[src/rtl/bus_pkg.sv]
// Shared types for the serial-bus RAM slave port: FSM states and transfer-mode encodings.
package bus_pkg;

    typedef enum logic [2:0] {
        IDLE,
        ADDR,
        WDATA,
        WRITE,
        RREQ,
        RWAIT,
        RDATA
    } state_e;

    localparam logic MODE_WRITE = 1'b1;
    localparam logic MODE_READ  = 1'b0;

    function automatic int unsigned max_u(input int unsigned a, input int unsigned b);
        return (a > b) ? a : b;
    endfunction

endpackage

[src/rtl/serial_shift_reg.sv]
// LSB-first serial shift register with parallel load and a last-bit flag.
module serial_shift_reg #(
    parameter int unsigned WIDTH = 8
) (
    input  logic             i_clk,
    input  logic             i_rstn,
    input  logic             i_clr,
    input  logic             i_shift_in,
    input  logic             i_bit,
    input  logic             i_load,
    input  logic [WIDTH-1:0] i_load_data,
    input  logic             i_shift_out,
    output logic [WIDTH-1:0] o_data,
    output logic [WIDTH-1:0] o_data_nxt,
    output logic             o_bit,
    output logic             o_done
);

    localparam int unsigned CNT_W = $clog2(WIDTH) + 1;

    logic [WIDTH-1:0] r_data;
    logic [CNT_W-1:0] r_cnt;
    logic             w_shift;

    assign w_shift    = i_shift_in | i_shift_out;
    // Shift-in and shift-out both move right; shift-out back-fills zeros.
    assign o_data_nxt = {i_shift_in & i_bit, r_data[WIDTH-1:1]};
    assign o_done     = w_shift && (r_cnt == CNT_W'(WIDTH - 1));
    assign o_data     = r_data;
    assign o_bit      = r_data[0];

    always_ff @(posedge i_clk) begin
        if (!i_rstn) begin
            r_data <= '0;
            r_cnt  <= '0;
        end else if (i_load) begin
            r_data <= i_load_data;
            r_cnt  <= '0;
        end else if (i_clr) begin
            r_cnt <= '0;
        end else if (w_shift) begin
            r_data <= o_data_nxt;
            r_cnt  <= o_done ? '0 : r_cnt + 1'b1;
        end
    end

endmodule

[src/rtl/bus_slave_ram_port.sv]
// Serial system-bus slave that deserialises address/write data, drives a single-port RAM
// (port A) and returns registered read data bit-serially.
module bus_slave_ram_port #(
    parameter int unsigned ADDR_W    = 12,
    parameter int unsigned DATA_W    = 8,
    parameter int unsigned MEM_WORDS = 4096,
    parameter int unsigned RD_LAT    = 1
) (
    input  logic              clk,
    input  logic              rstn,
    input  logic              m_valid,
    input  logic              m_mode,
    input  logic              m_wdata,
    input  logic              m_wvalid,
    output logic              s_ready,
    output logic              s_rdata,
    output logic              s_rvalid,
    output logic              s_done,
    output logic [ADDR_W-1:0] ram_address,
    output logic [DATA_W-1:0] ram_data,
    output logic              ram_wren,
    output logic              ram_rden,
    input  logic [DATA_W-1:0] ram_q
);

    import bus_pkg::*;

    localparam int unsigned CNT_W = $clog2(max_u(ADDR_W, DATA_W)) + 1;

    state_e           r_state;
    logic             r_mode;
    logic [CNT_W-1:0] r_cnt;
    logic             r_ready;
    logic             r_rvalid;
    logic             r_done;
    logic             r_wren;
    logic             r_rden;

    logic              w_accept;
    logic              w_addr_shift;
    logic              w_wd_shift;
    logic              w_rd_shift;
    logic              w_rd_load;
    logic              w_addr_done;
    logic              w_wd_done;
    logic              w_rd_done;
    logic              w_rd_bit;
    logic              w_in_range;
    logic              w_nxt_in_range;
    logic [ADDR_W-1:0] w_addr;
    logic [ADDR_W-1:0] w_addr_nxt;
    logic [DATA_W-1:0] w_wdata;
    logic [DATA_W-1:0] w_rd_load_data;
    logic [DATA_W-1:0] w_unused_wd_nxt;
    logic [DATA_W-1:0] w_unused_rd_data;
    logic [DATA_W-1:0] w_unused_rd_nxt;
    logic              w_unused_addr_bit;
    logic              w_unused_wd_bit;

    assign w_accept     = (r_state == IDLE) && m_valid;
    assign w_addr_shift = (r_state == ADDR) && m_wvalid;
    assign w_wd_shift   = (r_state == WDATA) && m_wvalid;
    assign w_rd_shift   = (r_state == RDATA);
    assign w_rd_load    = (r_state == RWAIT) && (r_cnt == CNT_W'(RD_LAT - 1));

    // The last address bit lands in the register at the same edge the read strobe is set.
    assign w_in_range     = (32'(w_addr) < MEM_WORDS);
    assign w_nxt_in_range = (32'(w_addr_nxt) < MEM_WORDS);
    assign w_rd_load_data = w_in_range ? ram_q : '0;

    serial_shift_reg #(.WIDTH(ADDR_W)) u_addr_sr (
        .i_clk       (clk),
        .i_rstn      (rstn),
        .i_clr       (w_accept),
        .i_shift_in  (w_addr_shift),
        .i_bit       (m_wdata),
        .i_load      (1'b0),
        .i_load_data ('0),
        .i_shift_out (1'b0),
        .o_data      (w_addr),
        .o_data_nxt  (w_addr_nxt),
        .o_bit       (w_unused_addr_bit),
        .o_done      (w_addr_done)
    );

    serial_shift_reg #(.WIDTH(DATA_W)) u_wdata_sr (
        .i_clk       (clk),
        .i_rstn      (rstn),
        .i_clr       (w_accept),
        .i_shift_in  (w_wd_shift),
        .i_bit       (m_wdata),
        .i_load      (1'b0),
        .i_load_data ('0),
        .i_shift_out (1'b0),
        .o_data      (w_wdata),
        .o_data_nxt  (w_unused_wd_nxt),
        .o_bit       (w_unused_wd_bit),
        .o_done      (w_wd_done)
    );

    serial_shift_reg #(.WIDTH(DATA_W)) u_rdata_sr (
        .i_clk       (clk),
        .i_rstn      (rstn),
        .i_clr       (1'b0),
        .i_shift_in  (1'b0),
        .i_bit       (1'b0),
        .i_load      (w_rd_load),
        .i_load_data (w_rd_load_data),
        .i_shift_out (w_rd_shift),
        .o_data      (w_unused_rd_data),
        .o_data_nxt  (w_unused_rd_nxt),
        .o_bit       (w_rd_bit),
        .o_done      (w_rd_done)
    );

    always_ff @(posedge clk) begin
        if (!rstn) begin
            r_state  <= IDLE;
            r_mode   <= MODE_READ;
            r_cnt    <= '0;
            r_ready  <= 1'b1;
            r_rvalid <= 1'b0;
            r_done   <= 1'b0;
            r_wren   <= 1'b0;
            r_rden   <= 1'b0;
        end else begin
            r_done <= 1'b0;
            r_wren <= 1'b0;
            r_rden <= 1'b0;
            unique case (r_state)
                IDLE: begin
                    if (m_valid) begin
                        r_mode  <= m_mode;
                        r_cnt   <= '0;
                        r_ready <= 1'b0;
                        r_state <= ADDR;
                    end
                end
                ADDR: begin
                    if (m_wvalid) begin
                        r_cnt <= r_cnt + 1'b1;
                        if (w_addr_done) begin
                            r_cnt <= '0;
                            if (r_mode == MODE_WRITE) begin
                                r_state <= WDATA;
                            end else begin
                                r_state <= RREQ;
                                r_rden  <= w_nxt_in_range;
                            end
                        end
                    end
                end
                WDATA: begin
                    if (m_wvalid) begin
                        r_cnt <= r_cnt + 1'b1;
                        if (w_wd_done) begin
                            r_cnt   <= '0;
                            r_wren  <= w_in_range;
                            r_done  <= 1'b1;
                            r_state <= WRITE;
                        end
                    end
                end
                WRITE: begin
                    r_ready <= 1'b1;
                    r_state <= IDLE;
                end
                RREQ: begin
                    r_cnt   <= '0;
                    r_state <= RWAIT;
                end
                RWAIT: begin
                    r_cnt <= r_cnt + 1'b1;
                    if (w_rd_load) begin
                        r_cnt    <= '0;
                        r_rvalid <= 1'b1;
                        r_state  <= RDATA;
                    end
                end
                RDATA: begin
                    r_cnt  <= r_cnt + 1'b1;
                    r_done <= (r_cnt == CNT_W'(DATA_W - 2));
                    if (w_rd_done) begin
                        r_cnt    <= '0;
                        r_rvalid <= 1'b0;
                        r_ready  <= 1'b1;
                        r_state  <= IDLE;
                    end
                end
                default: r_state <= IDLE;
            endcase
        end
    end

    assign s_ready     = r_ready;
    assign s_rvalid    = r_rvalid;
    assign s_done      = r_done;
    assign s_rdata     = w_rd_bit;
    assign ram_address = w_addr;
    assign ram_data    = w_wdata;
    assign ram_wren    = r_wren;
    assign ram_rden    = r_rden;

endmodule

[config.mk]
export PLATFORM = sky130hd
export DESIGN_NAME = bus_slave_ram_port
export DESIGN_NICKNAME = d
export VERILOG_FILES = /design/src/rtl/bus_pkg.sv /design/src/rtl/serial_shift_reg.sv /design/src/rtl/bus_slave_ram_port.sv
export SDC_FILE = /design/constraint.sdc
export NUM_CORES = 1
export LEC_CHECK = 0
export ABC_AREA = 1
export ABC_CLOCK_PERIOD_IN_PS = 1550
export CAP_MARGIN = 20
export CELL_PAD_IN_SITES_DETAIL_PLACEMENT = 1
export CELL_PAD_IN_SITES_GLOBAL_PLACEMENT = 2
export CORE_AREA = 2 2 97 99
export DETAILED_ROUTE_END_ITERATION = 12
export DIE_AREA = 0 0 99 101
export GPL_TIMING_DRIVEN = 1
export PLACE_DENSITY_LB_ADDON = 0.1
export SYNTH_ARGS = -nofsm -noshare
export SYNTH_HDL_FRONTEND = slang
export SYNTH_SLANG_ARGS = --single-unit
[constraint.sdc]
create_clock -name clk -period 1.55 [get_ports clk]
set_input_delay 0.31 -clock clk [delete_from_list [all_inputs] [get_ports clk]]
set_output_delay 0.31 -clock clk [all_outputs]
set_load 0.05 [all_outputs]
==> metrics.yaml, run 1 <==
status: "finished, final reports clean"
row_count: 35
async_flop_share: 0
synth_xor_area_frac: 0.006530
antenna_found_initial: 0
syn_area_mm2: 0.002683
cts_tree: "done"
end_kind: "flip-flop"
grt_max_degree: 21
synth_top_cell_by_area: "dfxtp_1"
multiInputGateArea_mm2: 0.001270
hpwl_um: 4919
dieArea_mm2: 0.009999
grt_pass1_vias: 2264
crit_type: "flip-flop to flip-flop"
finalHoldViolCount: 0
powerDensity_mw_per_mm2: 1526
max_slew_margin: 0.6961
drt_first_pass_iters: 4
gp_congestion: 0.7233
r2r-start: "u_addr_sr.r_cnt[1]"
numClockSinks: 55
synthMuxAreaShare: 0
numCtsBuffers: 5
grt_pass1_wl_um: 10960
start_util: 0.2988
numPortBuffers: 39
postRouteAntennaNets: 0
crit_required_ns: 1.76
syn_inst: 354
post_dp_cell_area_mm2: 0.003403
clk_pin_slew_ns: 0.10
synth_most_common_cell: "nor2_1"
core_mm2: 0.008977
synth_fa_ha_area_frac: 0.02799
start_kind: "flip-flop"
grt-ovfl-total: 0
yosys-top-cells-area: "dfxtp_1, nor2_1, nand2_1"
die_x_um: 99
viasPerCell: 4.552
track_usage: 0.1360
final_layout_size_suffix_gt1_frac: 0.2753
seq_area_frac_synth: 0.4104
synthFlopType: "dfxtp_1"
finalMaxSlewViolations: 0
num_io_pins: 40
synth_compound_area_frac: 0.1278
grt_setup_unrepaired: "no"
synth-simple-area-share: 0.2999
layout.nets: 415
hp-start: "r_mode"
syn_avg_cell_area_um2: 7.578
timing.final.crit_period_ns: 1.428
finClkSkew_ns: 0.004698
ys_ff_latch: 55
postLayoutCellArea_mm2: 0.003590
syn_to_final_growth_pct: 33.82
hold_class: "flip-flop to flip-flop"
fin_crit_sh: 0.9212
setup_viol: 0
cts_root_buf: "clkbuf_8"
syn-num-nets: 374
first_iter_violations: 30
drv_cap: 0
fillCellCount: 1074
path_max_fanout: 6
clock_latency_ns: 0.30
fin_ws_ns: 0.1221
ir_worst_vdd_mv: 0.7028
vias: 2308
die_h_um: 101
synth_top_cell_area_share: 0.4104
final_core_util: 0.3999
hold_buffers: 0
fmax_ghz: 0.7003
crit_path_start: "u_addr_sr.r_cnt[1]"
drc: 0
wl_per_cell_um: 12.77
ys_top_cells_by_count: "nor2_1, dfxtp_1, nand2_1"
synth_top_family_by_area: "simple AND/OR/NAND/NOR gates"
antenna_cells: 0
dpl_worst_slack_ns: -0.2202
regArea_mm2: 0.001110
synth.distinct_cells: 32
drt_wl_total_um: 6475
yosysWarnings: 0
p_leak_nw: 1.467
ctsHtreeMaxLevel: 2
worst_pin_slew_ns: 0.4553
clockBufferDepth: 2
synth_edf_count: 0
worst-endpoint-arrival_ns: 1.63
[critical path: stages, from the launching register on]
cell and delay [ns]:
dfxtp_2 0.37, ha_4 0.14, nand2_2 0.05, inv_2 0.05
nand2_2 0.05, o21ai_1 0.14, nand2_1 0.11, nor2_4 0.17
nand2_2 0.09, nand2_4 0.12, nor2_2 0.05
[placed cells by master (no fill, tap or decap), types with 6 or more instances in the layout]
master	count
dfxtp_1	48
clkbuf_8	6
nand2_2	6
buf_4	28
inv_2	7
buf_12	25
o21ai_0	26
clkdlybuf4s50_1	13
a21oi_1	18
nand3_1	21
dfxtp_2	7
nor2_1	57
o21ai_1	7
nor3_1	6
nand2_1	51
inv_1	23
nor2_2	7
[path summary, 6_finish.rpt]
kind	end	slack, ns	cells past startpoint
worst max-delay path	r_cnt[4]	0.12	10
worst min-delay path	ram_rden	0.44	1
worst max register to register	r_cnt[4]	0.12	10
worst min register to register	ram_rden	0.44	1
[what timing repair did]
item | 4_1_cts | 5_1_grt
setup buffers | 0 | 4
pin swaps | 1 | 7
endpoints found under the setup margin | 3 | 16
endpoints found under the hold margin | 0 | 0
resized for setup | 2 | 15
[through the flow]
step	hold slack, ns	total power (W)	setup TNS, ns	std cells
after detailed placement	0.4261	0.004503	-2.542	495
after floorplan	0.3986	0.003556	0	354
final	0.4399	0.005476	0	507
after CTS	0.4462	0.005547	0	503
after global placement	0.4306	0.004458	-1.936	495
after global routing	0.5011	0.005870	0	507
[area by class of cell]
type	instances	area share
Clock buffer	6	0.02300
Clock inverter	2	0.009760
Inverter	30	0.03137
Multi-Input combinational cell	237	0.3538
Sequential cell	55	0.3092
Tap cell	111	0.03869
Timing Repair Buffer	66	0.2342
[kinds of logic (layout without fill, tap and decap cells)]
family / Yosys count / count (layout)
buf+inv: 62 / 104
fa+ha+maj: 6 / 6
flops: 55 / 55
compound gates: 62 / 62
simple gates: 167 / 167
xor+xnor: 2 / 2
[registers in the layout (all words and copies together) (netlist names)]
| register | cells |
|---|---|
| u_rdata_sr.o_data | 8 |
| u_addr_sr.o_data | 12 |
| s_ready | 1 |
| ram_wren | 1 |
| s_rvalid | 1 |
| r_mode | 1 |
| u_wdata_sr.o_data | 8 |
| ram_rden | 1 |
| u_wdata_sr.r_cnt | 4 |
| r_cnt | 5 |
| r_state | 3 |
| u_addr_sr.r_cnt | 5 |
| s_done | 1 |
| u_rdata_sr.r_cnt | 4 |
[where the power goes]
group,internal [W],total (W),switching (W)
Combinational,0.00109,0.00259,0.00150
Clock,0.000524,0.000995,0.000471
Sequential,0.00163,0.00189,0.000254
[routing by layer]
| metal | vias to the layer above | track usage | part of all wire |
|---|---|---|---|
| li1 | 1198 | - | - |
| met1 | 1075 | 0.1835 | 0.50 |
| met2 | 28 | 0.2209 | 0.46 |
| met3 | 7 | 0.03051 | 0.025 |
| met4 | 0 | 0.03477 | 0.011 |
| met5 | - | 0 | 0 |
No activity file was read; power rests on OpenSTA's default activity.
==> inputs of run 2 (changes only) <==
--- a/config.mk
+++ b/config.mk
@@ -5,14 +5,14 @@
 export SDC_FILE = /design/constraint.sdc
 export NUM_CORES = 1
 export LEC_CHECK = 0
-export ABC_AREA = 1
+export ABC_AREA = 0
 export ABC_CLOCK_PERIOD_IN_PS = 1550
 export CAP_MARGIN = 20
 export CELL_PAD_IN_SITES_DETAIL_PLACEMENT = 1
 export CELL_PAD_IN_SITES_GLOBAL_PLACEMENT = 2
-export CORE_AREA = 2 2 97 99
+export CORE_AREA = 2 2 94 96
 export DETAILED_ROUTE_END_ITERATION = 12
-export DIE_AREA = 0 0 99 101
+export DIE_AREA = 0 0 96 98
 export GPL_TIMING_DRIVEN = 1
 export PLACE_DENSITY_LB_ADDON = 0.1
 export SYNTH_ARGS = -nofsm -noshare
==> run 2 against run 1 <==
Effect of this change:
- clock power fell by 13%
- global-route usage rose by 2.2 points
- area after synthesis fell by 2.7%
- highest routed layer unchanged
- non-clock buffer count rose by 32
- setup slack got worse by 0.17 ns
- the run now ends with setup timing left
- core utilization rose by 5.3 points
==> metrics.yaml, run 2 <==
p_clk_frac: 0.281
max_slew_margin: 0.7080
cts_tree: "done"
postRouteAntennaNets: 0
synthFlopType: "dfxtp_1"
fmax_ghz: 0.6276
seq_area_frac_synth: 0.4219
grt_setup_unrepaired: "yes"
syn_inst: 315
syn_avg_cell_area_um2: 8.286
crit_required_ns: 1.76
viasPerCell: 4.774
row_count: 34
violations: "setup timing"
crit_path_start: "r_cnt[1]"
finalHoldViolCount: 0
start_util: 0.3083
layout_common_cells: "nand2_1, buf_4, dfxtp_1, a21oi_1, buf_12"
clockBufferDepth: 2
wl_per_cell_um: 14.14
cts_root_buf: "clkbuf_8"
setup_viol: 7
yosysWarnings: 0
grt_pass1_wl_um: 11850
fillCellCount: 984
crit_type: "flip-flop to flip-flop"
synth_edf_count: 0
core_mm2: 0.008466
gp_congestion: 0.7667
antenna_cells: 0
finClkSkew_ns: 0.009190
swShare: 0.2928
postLayoutCellArea_mm2: 0.003836
status: "finished with violations"
first_iter_violations: 41
grt-ovfl-total: 0
drt_wl_total_um: 6943
num_io_pins: 40
ir_worst_vdd_mv: 0.3407
synth_most_common_cell: "nand2_1"
clock_latency_ns: 0.31
post_dp_cell_area_mm2: 0.003571
fin_hold_ws_ns: 0.4817
final_core_util: 0.4531
start_kind: "flip-flop"
worst_pin_slew_ns: 0.4379
hpwl_um: 5020
die_h_um: 98
die_x_um: 96
ys_top_cells_by_count: "nand2_1, dfxtp_1, a21oi_1"
numCtsBuffers: 5
timing.final.crit_period_ns: 1.593
fin_cells: 491
hold_class: "flip-flop to flip-flop"
drv_cap: 0
clk_pin_slew_ns: 0.10
r2r.worst_path.cells: 7
seqPwrFrac: 0.486
worst-endpoint-arrival_ns: 1.80
syn_to_final_growth_pct: 46.98
dp.cells: 478
internal_power_w: 0.002177
numPortBuffers: 39
p_sw_w: 0.0009015
endpoint: "r_cnt[2]"
yosys-top-cells-area: "dfxtp_1, nand2_1, buf_4"
end_kind: "flip-flop"
synth.distinct_cells: 52
grt_max_degree: 29
path_max_fanout: 4
numClockSinks: 55
synth_top_cell_by_area: "dfxtp_1"
ctsHtreeMaxLevel: 2
drt_first_pass_iters: 3
async_flop_share: 0
grt_pass1_vias: 2436
r2r-start: "r_cnt[1]"
p_comb_frac: 0.233
antenna_found_initial: 0
largest_reg_flops: 12
final_common_cell: "nand2_1"
vias: 2344
fin_ws_ns: -0.04332
drc: 0
final_layout_size_suffix_gt1_frac: 0.3342
ys_ff_latch: 55
track_usage: 0.1577
rrSetupSlack_ns: -0.04
syn_area_mm2: 0.002610
layout.nets: 402
p_leak_nw: 1.457
synth_top_cell_area_share: 0.4219
finalMaxSlewViolations: 0
worst_r2r_endpoint: "r_cnt[2]"
syn-num-nets: 335
dieArea_mm2: 0.009408
powerDensity_mw_per_mm2: 802.5
fin_crit_sh: 1.028
==> run 2: changes by cell type in the layout (fill, tap and decap cells not counted), moves of 6 or more <==
| cell | previous run | this run |
|---|---|---|
| nor2_1 | 57 | 17 |
| buf_4 | 28 | 57 |
| inv_1 | 23 | 5 |
| o21ai_0 | 26 | 8 |
| nand2_1 | 51 | 67 |
| a21oi_1 | 18 | 30 |
| nand3_1 | 21 | 13 |
| o21ai_1 | 7 | 1 |
==> run 2: worst min-delay path by stage <==
stage	endpoint	start	cells past startpoint
after detailed placement	u_rdata_sr.o_data[7]	u_rdata_sr.o_data[7]	2
after CTS	u_rdata_sr.o_data[7]	u_rdata_sr.o_data[7]	2
after floorplan	u_addr_sr.o_data[0]	u_addr_sr.o_data[0]	2
after global routing	u_rdata_sr.o_data[0]	u_rdata_sr.o_data[1]	2
after global placement	u_rdata_sr.o_data[7]	u_rdata_sr.o_data[7]	2
final	u_rdata_sr.o_data[7]	u_rdata_sr.o_data[7]	2
==> run 2: what timing repair did <==
item | CTS | global route
hold buffers | 0 | 0
pin swaps | 14 | 6
setup buffers | 3 | 3
setup endpoints to repair | 25 | 23
gates resized for setup | 22 | 13
gates cloned | 1 | 0
==> run 2: per-stage QoR <==
stage	TNS [ns]	worst slack, ns	total power [W]
floorplan	0	0.01048	0.001882
global placement	-10.06	-0.4394	0.002173
detailed placement	-11.86	-0.5017	0.002180
CTS	-0.3154	-0.07563	0.003097
global route	-1.093	-0.1482	0.003247
finish	-0.1831	-0.04332	0.003078
==> run 2: cell type report <==
type,count,area (um^2),share of cell area
Inverter,7,26.28,0.006849
Clock inverter,2,16.27,0.004240
Clock buffer,6,82.58,0.02153
Multi-Input combinational cell,215,1371,0.3575
Timing Repair Buffer,98,1091,0.2844
Tap cell,108,135.1,0.03523
Sequential cell,55,1114,0.2903
==> run 2: power groups by stage <==
| stage | registers [W] | logic (W) | clock network [W] |
|---|---|---|---|
| floorplan | 0.00153 | 0.000352 | 0 |
| global placement | 0.00153 | 0.000645 | 0 |
| detailed placement | 0.00153 | 0.000653 | 0 |
| CTS | 0.00150 | 0.000694 | 0.000904 |
| global route | 0.00150 | 0.000789 | 0.000953 |
| finish | 0.00150 | 0.000716 | 0.000866 |
==> run 2: kinds of logic (layout without fill, tap and decap cells) <==
family,after synthesis,after routing,share of synthesized area
mux,4,4,0.01534
fa+ha+maj,6,6,0.02876
compound gates,63,63,0.1606
buf+inv,45,113,0.1050
flops,55,55,0.4219
simple gates,137,137,0.2517
xor+xnor,5,5,0.01678
==> run 2: critical path, stage by stage, from the launching register on <==
cell	delay [ns]
dfxtp_2	0.34
inv_2	0.07
ha_4	0.12
nor4b_4	0.23
o22ai_2	0.15
or2_4	0.27
nor3b_4	0.24
nor3_1	0.07
==> run 2: layer usage <==
| metal | share of wire | vias to the layer above | track usage |
|---|---|---|---|
| met5 | 0 | - | 0 |
| met4 | 0.011 | 0 | 0.03626 |
| met3 | 0.020 | 6 | 0.02469 |
| met2 | 0.51 | 25 | 0.2746 |
| met1 | 0.46 | 1118 | 0.2018 |
| li1 | - | 1195 | - |
==> inputs of run 3 (changes only) <==
--- a/config.mk
+++ b/config.mk
@@ -9,10 +9,10 @@
 export ABC_CLOCK_PERIOD_IN_PS = 1550
 export CAP_MARGIN = 20
 export CELL_PAD_IN_SITES_DETAIL_PLACEMENT = 1
-export CELL_PAD_IN_SITES_GLOBAL_PLACEMENT = 2
-export CORE_AREA = 2 2 94 96
+export CELL_PAD_IN_SITES_GLOBAL_PLACEMENT = 1
+export CORE_AREA = 2 2 84 86
 export DETAILED_ROUTE_END_ITERATION = 12
-export DIE_AREA = 0 0 96 98
+export DIE_AREA = 0 0 86 88
 export GPL_TIMING_DRIVEN = 1
 export PLACE_DENSITY_LB_ADDON = 0.1
 export SYNTH_ARGS = -nofsm -noshare
==> run 3 against run 2 <==
Effect of this change:
- the run still ends with setup timing left
- combinational power fell by 3%
- setup slack got worse by 0.044 ns
- worst hold slack got worse by 0.018 ns
- non-clock buffer count fell by 8
- final cell count fell by 7.3%
- sequential power barely moved
- largest cell class unchanged
==> metrics.yaml, run 3 (synthesized netlist as in run 2, its figures left out) <==
cts_root_buf: "clkbuf_8"
start_kind: "flip-flop"
finClkSkew_ns: 0.01391
grt_setup_unrepaired: "yes"
grt_pass1_vias: 2360
clk_pin_slew_ns: 0.11
drv_cap: 0
cts_tree: "done"
postLayoutCellArea_mm2: 0.003704
grt_max_degree: 29
hold_end: "u_wdata_sr.o_data[0]"
hpwl_um: 4808
viasPerCell: 5.156
finalMaxSlewViolations: 0
hold_buffers: 0
fin_crit_sh: 1.056
path_max_fanout: 4
numClockSinks: 55
numCtsBuffers: 5
fillCellCount: 756
powerDensity_mw_per_mm2: 817.8
row_count: 30
r2r.worst_path.cells: 7
drt_first_pass_iters: 4
crit_type: "flip-flop to flip-flop"
largest_reg_flops: 12
worst_pin_slew_ns: 0.3892
violations: "setup timing"
fin_ws_ns: -0.08753
final_layout_size_suffix_gt1_frac: 0.3280
grt_pass1_wl_um: 10770
layout_common_cells: "nand2_1, buf_4, dfxtp_1, a21oi_1, buf_12"
clockBufferDepth: 2
final_common_cell: "nand2_1"
clock_latency_ns: 0.32
finalHoldViolCount: 0
min_path_cells: 2
numPortBuffers: 39
worst-endpoint-arrival_ns: 1.84
postRouteAntennaNets: 0
track_usage: 0.1787
p_leak_nw: 1.397
rrSetupSlack_ns: -0.09
dieArea_mm2: 0.007568
hp-start: "u_wdata_sr.o_data[0]"
num_io_pins: 40
max_slew_margin: 0.7373
core_mm2: 0.006644
die_x_um: 86
syn_to_final_growth_pct: 41.90
vias: 2346
antenna_found_initial: 0
setup_viol: 7
wl_per_cell_um: 14.68
r2r-start: "r_cnt[1]"
start_util: 0.3928
fmax_ghz: 0.6107
worst_r2r_endpoint: "r_state[2]"
grt-ovfl-total: 0
dpl_worst_slack_ns: -0.4756
drc: 0
layout.nets: 394
hold_class: "flip-flop to flip-flop"
timing.final.crit_period_ns: 1.638
post_dp_cell_area_mm2: 0.003423
drt_wl_total_um: 6679
ctsHtreeMaxLevel: 2
end_kind: "flip-flop"
die_h_um: 88
gp_congestion: 0.8016
crit_required_ns: 1.75
first_iter_violations: 75
ir_worst_vdd_mv: 0.4336
status: "finished with violations"
antenna_cells: 0
final_core_util: 0.5574
[run 3: changes by cell type in the layout (fill, tap and decap cells not counted), moves of 2 or more]
cell | before | now
a311oi_2 | 5 | 7
buf_12 | 25 | 22
buf_4 | 57 | 51
nor2_1 | 17 | 15
[run 3: worst max path at each step]
| stage | from | to | slack, ns | cells past startpoint |
|---|---|---|---|---|
| 3_3_place_gp | m_wvalid | r_cnt[4] | -0.44 | 6 |
| 2_1_floorplan | r_cnt[0] | r_cnt[2] | 0.01 | 7 |
| 5_1_grt | r_cnt[0] | r_state[2] | -0.19 | 7 |
| 6_report | r_cnt[1] | r_state[2] | -0.09 | 7 |
| 4_1_cts | r_cnt[0] | r_state[2] | -0.06 | 7 |
| 3_5_place_dp | m_wvalid | r_cnt[3] | -0.48 | 6 |
[run 3: critical path: stages (launching register included)]
cell and delay (ns):
dfxtp_2 0.34, inv_2 0.07, ha_4 0.12, nor4b_4 0.24, o22ai_2 0.12, or2_4 0.30
o211ai_1 0.23, o41ai_2 0.11
[run 3: what timing repair did]
item                       CTS  global route
buffers inserted             4             2
gates resized for setup     16            23
pin swaps                   10             2
setup endpoints to repair   27            45
cloned                       0             1
[run 3: routing by layer]
metal	up-vias	routed length, um	track usage
li1	1180	-	-
met1	1128	3028	0.2160
met2	30	3388	0.3256
met3	8	156	0.03016
met4	0	106	0.05195
met5	-	0	0
[run 3: metrics by stage]
stage	instances	hold slack, ns	setup TNS [ns]	total power, W
6_report	455	0.4638	-0.2810	0.003029
5_1_grt	455	0.5008	-1.902	0.003171
4_1_cts	452	0.4672	-0.1970	0.003013
3_5_place_dp	440	0.4512	-11.81	0.002138
3_3_place_gp	440	0.4424	-10.90	0.002126
2_1_floorplan	315	0.4367	0	0.001882
[run 3: power by group]
part	internal [W]	switching (W)
clock network	0.000326	0.000499
logic	0.000348	0.000349
registers	0.00145	0.0000534
[run 3: area by class of cell]
cell class	count	area, um^2	area share
Clock inverter	2	16.27	0.004392
Clock buffer	6	72.57	0.01959
Sequential cell	55	1111	0.3000
Timing Repair Buffer	90	997.2	0.2693
Tap cell	80	100.1	0.02703
Multi-Input combinational cell	215	1380	0.3726
Inverter	7	26.28	0.007095
